File: config.mk
export PLATFORM = sky130hd
export DESIGN_NAME = gfau_stream
export DESIGN_NICKNAME = d
export VERILOG_FILES = /design/src/rtl/gfau_pkg.sv /design/src/rtl/gf_mod_addsub.sv /design/src/rtl/gfau_stream.sv
export SDC_FILE = /design/constraint.sdc
export NUM_CORES = 2
export LEC_CHECK = 0
export CORE_ASPECT_RATIO = 0.6
export CORE_UTILIZATION = 50
export DETAILED_ROUTE_END_ITERATION = 10
export GPL_TIMING_DRIVEN = 0
export PLACE_DENSITY = 0.68
export SLEW_MARGIN = 30
export SYNTH_ARGS = -nofsm -noshare
export SYNTH_HDL_FRONTEND = slang
export SYNTH_SLANG_ARGS = --single-unit
File: constraint.sdc
create_clock -name i_clk -period 18.3 [get_ports i_clk]
set_input_delay 5.49 -clock i_clk [delete_from_list [all_inputs] [get_ports i_clk]]
set_output_delay 5.49 -clock i_clk [all_outputs]
set_load 0.01 [all_outputs]
File: src/rtl/gfau_pkg.sv
// gfau_pkg
// Shared types and helpers for the streaming GF(p) arithmetic unit.
//   op_e      : operation code carried on the 'op' port (ADD/SUB/MUL/DIV)
//   state_e   : control FSM states
//   op_onehot : maps an op code to the {div,mul,sub,add} done vector
package gfau_pkg;

  typedef enum logic [1:0] {
    OP_ADD = 2'd0,
    OP_SUB = 2'd1,
    OP_MUL = 2'd2,
    OP_DIV = 2'd3
  } op_e;

  typedef enum logic [1:0] {
    S_IDLE = 2'd0,
    S_MUL  = 2'd1,
    S_DIV  = 2'd2,
    S_DONE = 2'd3
  } state_e;

  function automatic logic [3:0] op_onehot(input op_e op);
    logic [3:0] v;
    case (op)
      OP_ADD:  v = 4'b0001;
      OP_SUB:  v = 4'b0010;
      OP_MUL:  v = 4'b0100;
      default: v = 4'b1000;
    endcase
    return v;
  endfunction

endpackage

File: src/rtl/gf_mod_addsub.sv
// gf_mod_addsub
// Combinational modular adder/subtractor: z = (x + y) mod p or (x - y) mod p.
// Operands are assumed already reduced (< p), so one conditional correction
// is enough. Sums are formed at WIDTH+1 bits so x + y never overflows.
//   x, y : operands (< p)
//   p    : modulus
//   sub  : 1 selects subtraction, 0 addition
//   z    : reduced result
module gf_mod_addsub #(
  parameter int WIDTH = 32
) (
  input  logic [WIDTH-1:0] x,
  input  logic [WIDTH-1:0] y,
  input  logic [WIDTH-1:0] p,
  input  logic             sub,
  output logic [WIDTH-1:0] z
);

  logic [WIDTH:0] sum;

  always_comb begin
    sum = {1'b0, x} + {1'b0, y};
    if (sub) begin
      // Wrap a negative difference by adding p first; the WIDTH+1 bit
      // intermediate keeps x + p from overflowing.
      if (x < y) z = WIDTH'({1'b0, x} + {1'b0, p} - {1'b0, y});
      else       z = x - y;
    end else begin
      if (sum >= {1'b0, p}) z = WIDTH'(sum - {1'b0, p});
      else                  z = sum[WIDTH-1:0];
    end
  end

endmodule

File: src/rtl/gfau_stream.sv
// gfau_stream
// Streaming GF(p) arithmetic unit: modular ADD, SUB, MUL and DIV with a
// valid/ready request port, back-pressured result port, divide-by-zero flag
// and synchronous abort.
//   i_clk, i_rst          : clock, asynchronous active-low reset
//   i_clear               : synchronous abort to IDLE, drops pending result
//   in_valid / in_ready   : request handshake (ready only when idle)
//   in_0, in_1, prime, op : operands, modulus and op code, latched at accept
//   out_valid / out_ready : result handshake, result held until accepted
//   result, out_done, err : result value, one-hot op copy, DIV-by-zero flag
module gfau_stream
  import gfau_pkg::*;
#(
  parameter int WIDTH = 32
) (
  input  logic             i_clk,
  input  logic             i_rst,
  input  logic             i_clear,
  input  logic             in_valid,
  output logic             in_ready,
  input  logic [WIDTH-1:0] in_0,
  input  logic [WIDTH-1:0] in_1,
  input  logic [WIDTH-1:0] prime,
  input  logic [1:0]       op,
  output logic             out_valid,
  input  logic             out_ready,
  output logic [WIDTH-1:0] result,
  output logic [3:0]       out_done,
  output logic             err
);

  localparam int CW = $clog2(WIDTH);

  state_e           state_q, state_d;
  op_e              op_q, op_d;
  logic [WIDTH-1:0] a_q, a_d;
  logic [WIDTH-1:0] b_q, b_d;
  logic [WIDTH-1:0] p_q, p_d;
  logic [WIDTH-1:0] u_q, u_d;
  logic [WIDTH-1:0] v_q, v_d;
  logic [WIDTH-1:0] x1_q, x1_d;
  logic [WIDTH-1:0] x2_q, x2_d;
  logic [CW-1:0]    cnt_q, cnt_d;
  logic [WIDTH-1:0] result_q, result_d;
  logic [3:0]       done_q, done_d;
  logic             err_q, err_d;

  op_e              in_op;
  logic [WIDTH-1:0] as0_x, as0_y, as0_p, as0_z;
  logic             as0_sub;
  logic [WIDTH-1:0] as1_z;
  logic [WIDTH-1:0] mul_step;

  assign in_op     = op_e'(op);
  assign in_ready  = (state_q == S_IDLE);
  assign out_valid = (state_q == S_DONE);
  assign result    = result_q;
  assign out_done  = done_q;
  assign err       = err_q;

  // Exact halving modulo p: odd values get p added first so the division by
  // two is exact; the carry out of x + p becomes the top bit of the result.
  function automatic logic [WIDTH-1:0] halve(input logic [WIDTH-1:0] x,
                                             input logic [WIDTH-1:0] p);
    logic [WIDTH:0] s;
    s = {1'b0, x} + {1'b0, p};
    if (x[0]) return WIDTH'(s >> 1);
    else      return x >> 1;
  endfunction

  // Shared modular adder: ADD/SUB straight off the input port while idle,
  // the doubling step during MUL, and the x1/x2 difference during DIV.
  always_comb begin
    as0_x   = x1_q;
    as0_y   = x1_q;
    as0_sub = 1'b0;
    as0_p   = p_q;
    case (state_q)
      S_IDLE: begin
        as0_x   = in_0;
        as0_y   = in_1;
        as0_sub = (in_op == OP_SUB);
        as0_p   = prime;
      end
      S_DIV: begin
        as0_sub = 1'b1;
        if (u_q >= v_q) begin
          as0_x = x1_q;
          as0_y = x2_q;
        end else begin
          as0_x = x2_q;
          as0_y = x1_q;
        end
      end
      default: ;
    endcase
  end

  gf_mod_addsub #(.WIDTH(WIDTH)) u_addsub0 (
    .x   (as0_x),
    .y   (as0_y),
    .p   (as0_p),
    .sub (as0_sub),
    .z   (as0_z)
  );

  // Second adder folds in A after the doubling when the current bit of B is set.
  gf_mod_addsub #(.WIDTH(WIDTH)) u_addsub1 (
    .x   (as0_z),
    .y   (a_q),
    .p   (p_q),
    .sub (1'b0),
    .z   (as1_z)
  );

  assign mul_step = b_q[cnt_q] ? as1_z : as0_z;

  // Next-state and datapath update. MUL keeps its accumulator in x1 so the
  // DIV registers double as MUL storage.
  always_comb begin
    state_d  = state_q;
    op_d     = op_q;
    a_d      = a_q;
    b_d      = b_q;
    p_d      = p_q;
    u_d      = u_q;
    v_d      = v_q;
    x1_d     = x1_q;
    x2_d     = x2_q;
    cnt_d    = cnt_q;
    result_d = result_q;
    done_d   = done_q;
    err_d    = err_q;

    case (state_q)
      S_IDLE: begin
        if (in_valid) begin
          op_d = in_op;
          a_d  = in_0;
          b_d  = in_1;
          p_d  = prime;
          case (in_op)
            OP_ADD, OP_SUB: begin
              result_d = as0_z;
              err_d    = 1'b0;
              done_d   = op_onehot(in_op);
              state_d  = S_DONE;
            end
            OP_MUL: begin
              x1_d    = '0;
              cnt_d   = CW'(WIDTH - 1);
              state_d = S_MUL;
            end
            default: begin
              if (in_1 == '0) begin
                result_d = '0;
                err_d    = 1'b1;
                done_d   = op_onehot(OP_DIV);
                state_d  = S_DONE;
              end else begin
                u_d     = in_1;
                v_d     = prime;
                x1_d    = in_0;
                x2_d    = '0;
                state_d = S_DIV;
              end
            end
          endcase
        end
      end

      S_MUL: begin
        x1_d = mul_step;
        if (cnt_q == '0) begin
          result_d = mul_step;
          err_d    = 1'b0;
          done_d   = op_onehot(op_q);
          state_d  = S_DONE;
        end else begin
          cnt_d = cnt_q - 1'b1;
        end
      end

      S_DIV: begin
        // Invariants: x1*B == A*u and x2*B == A*v (mod p).
        if (u_q == WIDTH'(1) || v_q == WIDTH'(1)) begin
          result_d = (u_q == WIDTH'(1)) ? x1_q : x2_q;
          err_d    = 1'b0;
          done_d   = op_onehot(op_q);
          state_d  = S_DONE;
        end else if (!u_q[0]) begin
          u_d  = u_q >> 1;
          x1_d = halve(x1_q, p_q);
        end else if (!v_q[0]) begin
          v_d  = v_q >> 1;
          x2_d = halve(x2_q, p_q);
        end else if (u_q >= v_q) begin
          u_d  = u_q - v_q;
          x1_d = as0_z;
        end else begin
          v_d  = v_q - u_q;
          x2_d = as0_z;
        end
      end

      default: begin
        if (out_ready) begin
          done_d  = '0;
          err_d   = 1'b0;
          state_d = S_IDLE;
        end
      end
    endcase

    if (i_clear) begin
      done_d  = '0;
      err_d   = 1'b0;
      state_d = S_IDLE;
    end
  end

  // State and datapath registers.
  always_ff @(posedge i_clk or negedge i_rst) begin
    if (!i_rst) begin
      state_q  <= S_IDLE;
      op_q     <= OP_ADD;
      a_q      <= '0;
      b_q      <= '0;
      p_q      <= '0;
      u_q      <= '0;
      v_q      <= '0;
      x1_q     <= '0;
      x2_q     <= '0;
      cnt_q    <= '0;
      result_q <= '0;
      done_q   <= '0;
      err_q    <= 1'b0;
    end else begin
      state_q  <= state_d;
      op_q     <= op_d;
      a_q      <= a_d;
      b_q      <= b_d;
      p_q      <= p_d;
      u_q      <= u_d;
      v_q      <= v_d;
      x1_q     <= x1_d;
      x2_q     <= x2_d;
      cnt_q    <= cnt_d;
      result_q <= result_d;
      done_q   <= done_d;
      err_q    <= err_d;
    end
  end

endmodule

==> out/results.txt <==
Run status = finished with violations
Failing checks = setup timing
Layout-stage area growth over the synthesis result = 12.1%
Chip Width = 345 µm
Total instance count after detailed placement = 5519
Via count = 39581
Via count of the first global-routing pass = 34062
Iteration count of the initial detailed-routing pass = 7
Synthesized area = 35300 µm²
Fin util = 56.7%
Pin count of the biggest net entering global routing = 67
Cells after Synth = 4450
WP data required = 18.79 ns
Largest stage delay on the critical path = 1.02 ns
Clock Skews = 0.0366 ns
Post-synthesis async set-or-reset flop share = 100%
Cell type with the largest total area after synthesis = sky130_fd_sc_hd__dfrtp_1
CP Max Fanout = 10
Final Slew Violations = 0
Share of the synthesized area in the top cell type = 19.1%
Clock-pin slew on the worst setup and hold paths = 0.06 ns
Post-detailed-route count of antenna-violating nets = 0
First-pass GRT wire length = 256000 µm
Average routed wire per standard cell = 33.6 µm
Setup WS pre-CTS = -2.33 ns
Die Y = 208 µm
Fraction of layout instances using a drive strength above 1 = 10.1%
Max Buffers Root-to-Sink = 3
Global-route total usage across every layer = 50.1%
DRT iter0 DRCs = 6932
Maximum frequency from static timing analysis = 0.0544 GHz
Non-Filler Instances = 5586
H-tree depth reported by CTS = 2
HPWL after detailed placement = 155000 µm
Warnings from Yosys = 0
Kind of cell with the highest combined delay on the critical path = compound AO/OA/AOI/OAI gates
Min Tclk post-route = 18.39 ns
Number of primary I/O pins = 142
Cts hold-fix bufs = 0
Portion of the post-synthesis area used by sequential elements = 19.1%
Final weighted congestion in routability-driven placement = 1.10
Path type of the worst setup path = primary input to register
CP max stage cell = sky130_fd_sc_hd__a211oi_1
Full die area = 71700 µm²
Worst-margin pin slew = 1.34 ns
Count of final setup violators = 10
Number of remaining DRC errors = 0
Starting density of the core = 50.6%
Synthesized area per cell = 7.93 µm²
Min-Delay Path Class = register to register
Number of I/O port buffers = 139
Sum of routed wire length over all layers = 188000 µm
Rows = 75
Count of nets after finishing = 5100
Post-route worst setup slack = -0.0933 ns
Number of clock sinks = 270
Cell variety after synth = 109
Antenna violations before repair = 9
Residual overflow from global routing = 0
Synthesis-stage register bit count = 270
Slew headroom = 10.5%
Net Count, Synth = 4917
Hold violation count in the final report = 0
Worst hold-check slack = 0.499 ns
Reported max-cap violation count = 0
Core Box Area = 69800 µm²
CTS Buf Count = 35
Root buf cell = sky130_fd_sc_hd__clkbuf_16
Number of enable flip-flop cells after synthesis = 0
Main flop type after synthesis = sky130_fd_sc_hd__dfrtp_1
Clock latency reported for the late side of the worst-skew pair = 0.63 ns
Arrival time of the worst setup path = 18.88 ns
TritonCTS clock tree = built
Via/cell ratio = 7.09
Final clock period utilization by the worst path = 101%
CP Buf/Inv Count = 4
Launching element type of the critical path = primary input
Capturing element type of the critical path = register
Top post-synthesis cells by area = sky130_fd_sc_hd__dfrtp_1 (19%), sky130_fd_sc_hd__ha_1 (12%), sky130_fd_sc_hd__a21oi_1 (6.5%)
-- per-stage QoR --
step | setup TNS, ns | area, µm²
final | -0.267 | 39600
after global placement | -402.59 | 37800
after CTS | 0 | 39400
after detailed placement | -130.00 | 38100
after global routing | -0.745 | 39600
after floorplan | 0 | 35300
-- Yosys cell counts, drive strengths merged (13+ instances only) --
cell type  count
o211ai        44
nand2b        40
and2          42
inv          329
a221oi        60
a221o         64
or2           21
dfrtp        270
o22ai         24
nand2        341
a211oi        71
o21bai        43
or3           19
xnor2        178
mux2i        125
a2111oi       18
a21boi        16
nor2         348
nand3b        13
o21ai        288
nand4         37
nor2b         41
o31ai         26
a21oi        462
nand3         57
a31oi         58
nor3          97
mux2         180
ha           326
a21o         134
xor2          81
buf           63
a211o         13
fa            38
nor4          41
and3          28
clkbuf       170
o21a          44
o221ai        18
-- layout make-up --
type | instances | area [µm²]
Timing Repair Buffer | 149 | 1560
Buffer | 230 | 1050
Multi-Input combinational cell | 3615 | 26600
Inverter | 332 | 1250
Fill cell | 6624 | 30200
Clock inverter | 18 | 299
Clock buffer | 41 | 930
Sequential cell | 270 | 6760
Antenna cell | 7 | 17.5
Tap cell | 924 | 1160
-- layer usage --
metal,vias to the layer above,wire length (µm),GRT usage [%]
met4,15,8480,19.5
met5,-,391,2.30
met1,18912,77500,70.0
met3,463,37500,31.7
li1,16722,-,-
met2,3469,63900,58.5
-- kinds of logic after synthesis --
logic type	after synthesis	synth area share [%]
muxes	315	10.0
adders and majority gates	364	13.7
DFF	270	19.1
AOI/OAI and AO/OA	1524	29.0
xor gates and xnor gates	259	6.43
and+or+nand+nor	1153	15.4
buffers and inverters	565	6.36
-- layout by cell type, fill, tap and decap left out, types with 56 or more instances in the layout --
| cell type | n |
|---|---|
| sky130_fd_sc_hd__a21o_1 | 134 |
| sky130_fd_sc_hd__nor2_1 | 342 |
| sky130_fd_sc_hd__ha_1 | 323 |
| sky130_fd_sc_hd__xor2_1 | 81 |
| sky130_fd_sc_hd__mux2i_1 | 117 |
| sky130_fd_sc_hd__mux2_2 | 180 |
| sky130_fd_sc_hd__nor3_1 | 95 |
| sky130_fd_sc_hd__o21ai_0 | 269 |
| sky130_fd_sc_hd__clkbuf_1 | 133 |
| sky130_fd_sc_hd__nand2_1 | 340 |
| sky130_fd_sc_hd__inv_1 | 325 |
| sky130_fd_sc_hd__a21oi_1 | 456 |
| sky130_fd_sc_hd__dfrtp_1 | 270 |
| sky130_fd_sc_hd__a221o_1 | 63 |
| sky130_fd_sc_hd__clkdlybuf4s50_1 | 135 |
| sky130_fd_sc_hd__nand3_1 | 56 |
| sky130_fd_sc_hd__xnor2_1 | 178 |
| sky130_fd_sc_hd__a211oi_1 | 61 |
-- worst paths after layout --
path / from / to / slack, ns / cells after the start
min reg2reg: b_q[26] / b_q[26] / 0.50 / 1
max: in_1[7] / result[30] / -0.09 / 43
min in group asynchronous: i_rst / u_q[7] / 4.76 / 1
max in group asynchronous: i_rst / v_q[29] / 12.24 / 4
min: b_q[26] / b_q[26] / 0.50 / 1
max reg2reg: u_q[0] / result[30] / -0.03 / 58
-- worst reg2reg max path: cells and delay by family, from the launching register on --
family                     cells  cell delay [ns]
and+or+nand+nor               10             2.89
adders and majority gates      8             2.91
AOI/OAI and AO/OA             28             8.41
muxes                          1             0.14
xor gates and xnor gates       3             0.57
buffers and inverters          8             2.82
DFF                            1             0.47
-- registers in the layout, summed over array words and instances (netlist names), 4 cells and up --
name and count:
a_q 32, b_q 32, p_q 32, result 32, u_q 32, v_q 32
x1_q 32, x2_q 32, cnt_q 5, out_done 4
-- repair_timing --
item,4_1_cts,5_1_grt
setup buffers,0,4
resized for setup,17,31
setup endpoints to repair,64,64
pin swaps,2,9
Power is not shown: default switching activity piles up to over one toggle a cycle in this logic, so the estimate is an artifact.
